`src/rtl/spi_to_nitta_assembler_if.sv`:
```
// Chunk-in / word-out bus between the SPI slave driver, the assembler and the NITTA consumer.
// The overflow flag exists only when SPI_ASSEMBLER_OVERFLOW_EN is defined.
interface spi_to_nitta_assembler_if #(
   parameter int DATA_WIDTH     = 32,
   parameter int SPI_DATA_WIDTH = 8
);
   logic                      spi_ready;
   logic [SPI_DATA_WIDTH-1:0] from_spi;
   logic                      nitta_ack;
   logic [DATA_WIDTH-1:0]     to_nitta;
   logic                      word_valid;
   logic                      busy;
`ifdef SPI_ASSEMBLER_OVERFLOW_EN
   logic                      overflow;

   modport slave  (input spi_ready, from_spi, nitta_ack,
                   output to_nitta, word_valid, busy, overflow);
   modport master (output spi_ready, from_spi, nitta_ack,
                   input to_nitta, word_valid, busy, overflow);
`else
   modport slave  (input spi_ready, from_spi, nitta_ack,
                   output to_nitta, word_valid, busy);
   modport master (output spi_ready, from_spi, nitta_ack,
                   input to_nitta, word_valid, busy);
`endif
endinterface

```
`src/rtl/spi_to_nitta_assembler.sv`:
```
// Assembles SPI chunks first-most-significant into NITTA words; word appears 1 cycle after the final strobe.
// No back-pressure toward SPI (every strobe accepted); SPI_ASSEMBLER_OVERFLOW_EN adds a sticky overwrite flag.
module spi_to_nitta_assembler #(
   parameter int DATA_WIDTH     = 32,
   parameter int SPI_DATA_WIDTH = 8
) (
   input  logic                    clk,
   input  logic                    rst,
   spi_to_nitta_assembler_if.slave bus
);
   localparam int CHUNKS = DATA_WIDTH / SPI_DATA_WIDTH;
   localparam int CNT_W  = (CHUNKS > 1) ? $clog2(CHUNKS) : 1;

   logic [CNT_W-1:0]      cnt;
   logic [DATA_WIDTH-1:0] word_next;
   logic                  last;
   logic                  complete;

   assign last     = (cnt == CNT_W'(CHUNKS - 1));
   assign complete = bus.spi_ready && last;
   assign bus.busy = (cnt != '0);

   generate
      if (CHUNKS == 1) begin : g_single
         assign word_next = bus.from_spi;
      end else begin : g_multi
         // Only the chunks before the last one need storing; the last arrives live.
         logic [DATA_WIDTH-SPI_DATA_WIDTH-1:0] shift;

         assign word_next = {shift, bus.from_spi};

         always_ff @(posedge clk) begin
            if (rst) begin
               shift <= '0;
            end else if (bus.spi_ready && !last) begin
               shift <= word_next[DATA_WIDTH-SPI_DATA_WIDTH-1:0];
            end
         end
      end
   endgenerate

   always_ff @(posedge clk) begin
      if (rst) begin
         cnt            <= '0;
         bus.to_nitta   <= '0;
         bus.word_valid <= 1'b0;
      end else begin
         if (bus.spi_ready) begin
            cnt <= last ? '0 : cnt + CNT_W'(1);
         end
         // A completing strobe wins over ack: the fresh word is what must be held valid.
         if (complete) begin
            bus.to_nitta   <= word_next;
            bus.word_valid <= 1'b1;
         end else if (bus.nitta_ack) begin
            bus.word_valid <= 1'b0;
         end
      end
   end

`ifdef SPI_ASSEMBLER_OVERFLOW_EN
   always_ff @(posedge clk) begin
      if (rst) begin
         bus.overflow <= 1'b0;
      end else if (complete && bus.word_valid && !bus.nitta_ack) begin
         bus.overflow <= 1'b1;
      end
   end
`endif
endmodule

```
`src/flat_wrapper.sv`:
```
// flat-port wrapper written by rule: the top's interface ports become plain ports
module spi_to_nitta_assembler_flat 
#(
   parameter int DATA_WIDTH     = 32,
   parameter int SPI_DATA_WIDTH = 8
)
  (clk, rst, bus_spi_ready, bus_from_spi, bus_nitta_ack, bus_to_nitta, bus_word_valid, bus_busy);
  spi_to_nitta_assembler_if #(.DATA_WIDTH(DATA_WIDTH), .SPI_DATA_WIDTH(SPI_DATA_WIDTH)) bus_i ();
  input  logic clk;
  input  logic rst;
  input wire logic [$bits(bus_i.spi_ready)-1:0] bus_spi_ready;
  input wire logic [$bits(bus_i.from_spi)-1:0] bus_from_spi;
  input wire logic [$bits(bus_i.nitta_ack)-1:0] bus_nitta_ack;
  output wire logic [$bits(bus_i.to_nitta)-1:0] bus_to_nitta;
  output wire logic [$bits(bus_i.word_valid)-1:0] bus_word_valid;
  output wire logic [$bits(bus_i.busy)-1:0] bus_busy;
  assign bus_i.spi_ready = bus_spi_ready;
  assign bus_i.from_spi = bus_from_spi;
  assign bus_i.nitta_ack = bus_nitta_ack;
  assign bus_to_nitta = bus_i.to_nitta;
  assign bus_word_valid = bus_i.word_valid;
  assign bus_busy = bus_i.busy;
  spi_to_nitta_assembler #(.DATA_WIDTH(DATA_WIDTH), .SPI_DATA_WIDTH(SPI_DATA_WIDTH)) u_core (.clk(clk), .rst(rst), .bus(bus_i));
endmodule
```
`config.mk`:
```
export PLATFORM = sky130hd
export DESIGN_NAME = spi_to_nitta_assembler_flat
export DESIGN_NICKNAME = d
export VERILOG_FILES = /design/src/rtl/spi_to_nitta_assembler_if.sv /design/src/rtl/spi_to_nitta_assembler.sv /design/src/flat_wrapper.sv
export SDC_FILE = /design/constraint.sdc
export NUM_CORES = 1
export LEC_CHECK = 0
export CAP_MARGIN = 25
export CORE_ASPECT_RATIO = 0.8
export CORE_MARGIN = 5
export CORE_UTILIZATION = 45
export DETAILED_ROUTE_END_ITERATION = 10
export PLACE_DENSITY = 0.74
export SLEW_MARGIN = 20
export SYNTH_ARGS = -nofsm -noshare
export SYNTH_HDL_FRONTEND = slang
export SYNTH_SLANG_ARGS = --single-unit
```
`constraint.sdc`:
```
create_clock -name clk -period 1.46 [get_ports clk]
set_clock_uncertainty 0.2 [all_clocks]
set_input_delay 0.438 -clock clk [delete_from_list [all_inputs] [get_ports clk]]
set_output_delay 0.438 -clock clk [all_outputs]
set_load 0.01 [all_outputs]
```
==> impl_metrics.tcl, run 1 <==
set metrics [dict create \
    insertion_delay_ps 330 \
    async_flop_share 0 \
    area_delta_synth_final_pct 40.5 \
    synthesis.nets 222 \
    multi_input_comb_area_sq_um 1110 \
    dieArea_sq_um 6870 \
    failed_checks "negative setup slack" \
    chipHeight_um 75.1 \
    period_minus_slack_ps 1630 \
    antenna_found_initial 0 \
    gp_congestion 0.700 \
    first_iter_violations 79 \
    status "complete, but fails checks" \
    clock_path_buffers 2 \
    gr-total-overflow 0 \
    p_per_area_nw_per_um2 1120 \
    yosys.area.top_type "dfxtp_1" \
    wl_per_cell_um 14.4 \
    num_rows 23 \
    hold_path_end "u_core.bus.to_nitta[24]" \
    io_buffers 45 \
    final_nets 297 \
    power_mw 3.76 \
    root_buffer "clkbuf_8" \
    drt_pass1_iterations 4 \
    yosysSeqAreaShare 0.495 \
    maxSlewHeadroom 0.817 \
    route.detailed.drc 0 \
    ctsHtreeMaxLevel 3 \
    die_x_um 91.4 \
    post_synth_most_frequent_cells "66 x nand2b_1, 59 x dfxtp_1, 57 x mux2i_1" \
    dpl.hpwl_um 2900 \
    maxSlewViolCount 0 \
    grt_max_degree 33 \
    initial_core_util 0.471 \
    grt_usage 0.155 \
    synth_seq_cells 59 \
    worstPathRequired_ps 820 \
    diodes 0 \
    synth_most_common_cell "nand2b_1" \
    criticalPathCategory "flip-flop to primary output" \
    instances_no_fill 350 \
    timing.rr.start "u_core.cnt[0]" \
    hold_depth 2 \
    cellLeakagePower_nw 1.56 \
    tns_ps -208 \
    drive_above_1_share 0.444 \
    preCtsSetupSlack_ps -472 \
    fmax_mhz 614 \
    yosysTopAreaCellShare 0.495 \
    ys.flop_type "dfxtp_1" \
    critPathCaptureType "primary output" \
    synth.cell_area_sq_um 2390 \
    viasPerCell 4.76 \
    holdCritStartpoint "u_core.bus.to_nitta[24]" \
    synth_area_leaders "dfxtp_1 49%, mux2i_1 24%, nand2b_1 17%, buf_6 2.4%, buf_12 1.7%" \
    worst_pin_slew_ps 274 \
    cts_buffers 9 \
    grt_pass1_vias 1668 \
    grt_first_pass_wirelength_um 8200 \
    ant_nets 0 \
    r2r_end "u_core.cnt[0]" \
    crit_arrival_ps 990 \
    period_share 1.12 \
    hold_slack_ps 270 \
    min_path_type "flip-flop to flip-flop" \
    fillers 399 \
    layout_setup_ws_ps -168 \
    start_kind "flip-flop" \
    cts_tree "done" \
    yosysWarnings 0 \
    seq_area_sq_um 1220 \
    ir_drop_mv 1.19 \
    maxCapViolations 0 \
    cts_sinks 59 \
    ctsHoldBuffers 0 \
    hold_violations 0 \
    cp_max_fo 2 \
    synth_edf_count 0 \
    r2r_cells 4 \
    clk_pin_slew_ps 60 \
    ys_types 16 \
    rsz0062_at_grt "yes" \
    vias 1667 \
    placed_cells 319 \
    synthCells 208 \
    io_pins 46 \
    rrSetupSlack_ps -30 \
    finalSetupViolations 3 \
    syn_avg_cell_area_sq_um 11.5 \
    routed_wl_um 5030 \
    coreArea_sq_um 5060 \
]
==> worst max-delay path, cell delays in order, from the launching register on <==
cell	delay, ps
dfxtp_2	330
inv_2	50
ha_4	150
inv_2	40
buf_6	90
==> per-stage QoR <==
stage           util  area, sq um
4_1_cts        0.629         3190
3_5_place_dp   0.585         2960
5_1_grt        0.662         3350
3_3_place_gp   0.585         2960
6_report       0.662         3350
2_1_floorplan      -         2390
==> cell usage in the layout, fill, tap and decap left out <==
cell type,netlist,routed
ha_4,0,2
clkbuf_8,0,10
bufbuf_16,0,1
nand2_4,1,1
buf_6,5,15
clkdlybuf4s50_1,0,9
bufinv_16,0,3
clkinv_2,0,2
dfxtp_1,59,25
o31ai_2,0,1
nand2b_1,66,65
inv_2,0,3
mux2i_1,57,56
dfxtp_2,0,34
buf_2,0,25
and2_4,1,1
dlygate4sd2_1,0,2
buf_16,0,1
buf_4,1,22
mux2i_2,0,1
nor2_1,1,1
a21oi_1,1,1
clkbuf_1,6,1
nor2b_4,1,1
or4b_4,0,1
nand2b_4,0,1
buf_12,2,3
==> power breakdown <==
part	internal (mW)	leakage [nW]	total (mW)	switching, mW
Combinational	0.174	0.946	0.297	0.123
Sequential	1.65	0.495	1.66	0.0115
Clock	1.18	0.123	1.80	0.628
==> cell families (layout without fill, tap and decap cells) <==
kind of cell	count (synthesis)	count (layout)	share of synthesized area
buffers and inverters	17	97	0.0577
multiplexers	57	57	0.239
AO/OA/AOI/OAI	2	2	0.00524
AND/OR/NAND/NOR	71	71	0.193
flip-flops	59	59	0.495
adder cells (fa/ha/maj)	2	2	0.0105
==> sequential cells by signal, summed over array words and instances (netlist names) <==
register and cells:
u_core.cnt 2, u_core.g_multi.shift 24, u_core.bus.word_valid 1, u_core.bus.to_nitta 32
==> per-layer routing <==
layer	GRT usage	vias to the layer above	wire length [um]
li1	-	836	-
met1	0.187	790	2260
met2	0.257	37	2450
met3	0.0659	4	273
met4	0.0391	0	42
met5	0	-	0
==> final cells by class <==
| class | instances | share of cell area |
|---|---|---|
| clock inverters | 5 | 0.0298 |
| inverters | 3 | 0.00336 |
| clock buffers | 11 | 0.0421 |
| multi-input cells | 132 | 0.332 |
| flip-flops and latches | 59 | 0.365 |
| well taps | 62 | 0.0231 |
| repair buffers | 78 | 0.205 |
==> worst max-delay path by stage <==
stage | cells after the start | from | slack [ps] | end
3_3_place_gp | 3 | bus_spi_ready | -460 | u_core.bus.to_nitta[29]
4_1_cts | 4 | u_core.cnt[0] | -190 | bus_busy
3_5_place_dp | 5 | bus_spi_ready | -470 | u_core.bus.to_nitta[5]
2_1_floorplan | 5 | u_core.cnt[1] | 50 | u_core.bus.to_nitta[21]
5_1_grt | 4 | u_core.cnt[0] | -210 | bus_busy
6_report | 4 | u_core.cnt[0] | -170 | bus_busy
==> what timing repair did <==
item	in CTS	in global routing
gates resized for setup	157	43
setup buffers	7	5
setup endpoints to repair	91	56
pin swaps	3	1
cloned	2	1
Note: power is estimated with default switching activity, not from simulation.
==> inputs of run 2 (changes only) <==
--- a/config.mk
+++ b/config.mk
@@ -9,6 +9,7 @@
 export CORE_ASPECT_RATIO = 0.8
 export CORE_MARGIN = 5
 export CORE_UTILIZATION = 45
+export CTS_CLUSTER_DIAMETER = 120
 export DETAILED_ROUTE_END_ITERATION = 10
 export PLACE_DENSITY = 0.74
 export SLEW_MARGIN = 20
==> results of run 2 <==
The final DEF is identical to that of run 1; final timing and power are the same.
==> inputs of run 3 (changes only) <==
--- a/config.mk
+++ b/config.mk
@@ -5,7 +5,6 @@
 export SDC_FILE = /design/constraint.sdc
 export NUM_CORES = 1
 export LEC_CHECK = 0
-export CAP_MARGIN = 25
 export CORE_ASPECT_RATIO = 0.8
 export CORE_MARGIN = 5
 export CORE_UTILIZATION = 45
==> results of run 3 <==
The final DEF is identical to that of run 1; final timing and power are the same.
==> variant, RTL diff (settings of run 1) <==
`SPI_DATA_WIDTH` is set to 8 in 3 places; all go to 16.
--- a/src/rtl/spi_to_nitta_assembler_if.sv
+++ b/src/rtl/spi_to_nitta_assembler_if.sv
@@ -2,7 +2,7 @@
 // The overflow flag exists only when SPI_ASSEMBLER_OVERFLOW_EN is defined.
 interface spi_to_nitta_assembler_if #(
    parameter int DATA_WIDTH     = 32,
-   parameter int SPI_DATA_WIDTH = 8
+   parameter int SPI_DATA_WIDTH = 16
 );
    logic                      spi_ready;
    logic [SPI_DATA_WIDTH-1:0] from_spi;
--- a/src/rtl/spi_to_nitta_assembler.sv
+++ b/src/rtl/spi_to_nitta_assembler.sv
@@ -2,7 +2,7 @@
 // No back-pressure toward SPI (every strobe accepted); SPI_ASSEMBLER_OVERFLOW_EN adds a sticky overwrite flag.
 module spi_to_nitta_assembler #(
    parameter int DATA_WIDTH     = 32,
-   parameter int SPI_DATA_WIDTH = 8
+   parameter int SPI_DATA_WIDTH = 16
 ) (
    input  logic                    clk,
    input  logic                    rst,
--- a/src/flat_wrapper.sv
+++ b/src/flat_wrapper.sv
@@ -2,7 +2,7 @@
 module spi_to_nitta_assembler_flat 
 #(
    parameter int DATA_WIDTH     = 32,
-   parameter int SPI_DATA_WIDTH = 8
+   parameter int SPI_DATA_WIDTH = 16
 )
   (clk, rst, bus_spi_ready, bus_from_spi, bus_nitta_ack, bus_to_nitta, bus_word_valid, bus_busy);
   spi_to_nitta_assembler_if #(.DATA_WIDTH(DATA_WIDTH), .SPI_DATA_WIDTH(SPI_DATA_WIDTH)) bus_i ();
Interface: changed (resized bus_from_spi); port bits go from 46 to 54. No check against the original RTL was run, so the function may have changed too.
==> variant against run 1 <==
Power fell by 28%; critical path depth fell by 3; global-route usage up 0.53 points; critical endpoint is now bus_to_nitta[25]; via count shrank 13%; register-to-register slack better by 150 ps; setup slack better by 220 ps; routed wire length is 11% lower; sequential cell count down 9; fmax grew 15%; design area decreased by 17%; critical path type unchanged; sequential share of layout area rose by 0.76 points; worst hold slack improved by 4.5 ps; synthesized area is 15% lower.
==> variant: results (changes against run 1) <==
| Quantity | Reported | Change |
|:---|:---|:---|
| Via count of the first global-routing pass | 1561 | -6.4% |
| DP Wirelength | 3110 µm | +7.2% |
| H-tree depth | 2 | -1 |
| Non-filler instance count after layout | 311 | -11% |
| Number of instances in the synthesized netlist | 181 | -13% |
| Number of different library cells in the post-synthesis netlist | 14 | -2 |
| Fraction of layout cells with a size suffix above 1 | 37.0% | -7.4 points |
| Arrival time worst endpoint | 770 ps | -220 ps |
| Run status | complete, no violations |  |
| Fill cell total of the finished layout | 355 | -11% |
| Total of cells resized after clock tree synthesis | 166 | +5.7% |
| Regs by FF count | u_core.bus.to_nitta (32), u_core.g_multi.shift (16) |  |
| Starting DRT DRC Count | 38 | -52% |
| Ratio of routed vias to standard cells | 4.65 | -2.4% |
| Fraction of the yosys area taken by sequential cells | 49.2% | -0.31 points |
| Count of buffers added by post-CTS timing repair for setup | 0 | -7 |
| Leakage | 1.24 nW | -21% |
| First-pass GRT wire length | 7610 µm | -7.2% |
| Largest voltage drop on the vdd net | 525 µV | -56% |
| Worst Max-Slew Pin Slew | 204 ps | -70.3 ps |
| List of most frequent post-synthesis cells | sky130_fd_sc_hd__nand2b_1, sky130_fd_sc_hd__dfxtp_1, sky130_fd_sc_hd__mux2i_1, sky130_fd_sc_hd__clkbuf_1 |  |
| Clock transition time at the flip-flop clock pins of the worst setup and hold paths | 90 ps | +30 ps |
| Top post-synthesis cells by area | sky130_fd_sc_hd__dfxtp_1, sky130_fd_sc_hd__mux2i_1, sky130_fd_sc_hd__nand2b_1 |  |
| Overall Global Routing Usage | 16.0% | +0.53 points |
| IO buf count | 53 | +18% |
==> variant: stage by stage <==
stage                     instance area (µm²)  setup slack [ps]  power (mW)  utilization [%]  hold slack (ps)
after floorplan                          2040               148        1.72                -              258
after global placement                   2760              -358        1.89             64.4              259
after detailed placement                 2760              -412        1.90             64.4              271
after CTS                                2780              33.4        2.72             64.9              280
after global routing                     2780              8.88        2.80             64.9              294
final                                    2780              48.3        2.70             64.9              275
==> variant: path summary, 6_finish.rpt <==
check | startpoint | end
setup / recovery | u_core.bus.to_nitta[25]$_SDFFE_PP0P_ | bus_to_nitta[25]
hold / removal | u_core.bus.to_nitta[10]$_SDFFE_PP0P_ | u_core.bus.to_nitta[10]$_SDFFE_PP0P_
setup reg to reg | u_core.bus.busy$_SDFFE_PP0P_ | u_core.g_multi.shift[0]$_SDFFE_PP0P_
hold reg to reg | u_core.bus.to_nitta[10]$_SDFFE_PP0P_ | u_core.bus.to_nitta[10]$_SDFFE_PP0P_
==> variant: cell families after synthesis <==
| group | synth area share, % |
|---|---|
| flops | 49.2 |
| mux | 23.6 |
| buf+inv | 5.35 |
| compound gates | 0.246 |
| simple gates | 21.2 |
| xor+xnor | 0.430 |
==> variant: area by class of cell <==
cell class | count | area (µm²) | share of cell area, %
clock buffer | 7 | 86.3 | 3.11
timing repair buffer | 77 | 651 | 23.4
clock inverter | 1 | 5.00 | 0.180
sequential | 50 | 1030 | 37.2
multi-input combinational | 119 | 931 | 33.5
tap | 57 | 71.3 | 2.57
==> variant: where the power goes <==
part | internal (mW) | switching [mW] | total (mW)
combinational | 0.248 | 0.168 | 0.416
sequential | 1.43 | 0.0253 | 1.46
clock | 0.383 | 0.438 | 0.821
==> variant: routing by layer <==
metal / track usage (%) / vias to the layer above / part of all wire (%)
met5: 0 / - / 0
met1: 19.9 / 677 / 44
met2: 26.3 / 33 / 49
met4: 6.33 / 0 / 1.6
li1: - / 730 / -
met3: 4.23 / 6 / 5.5
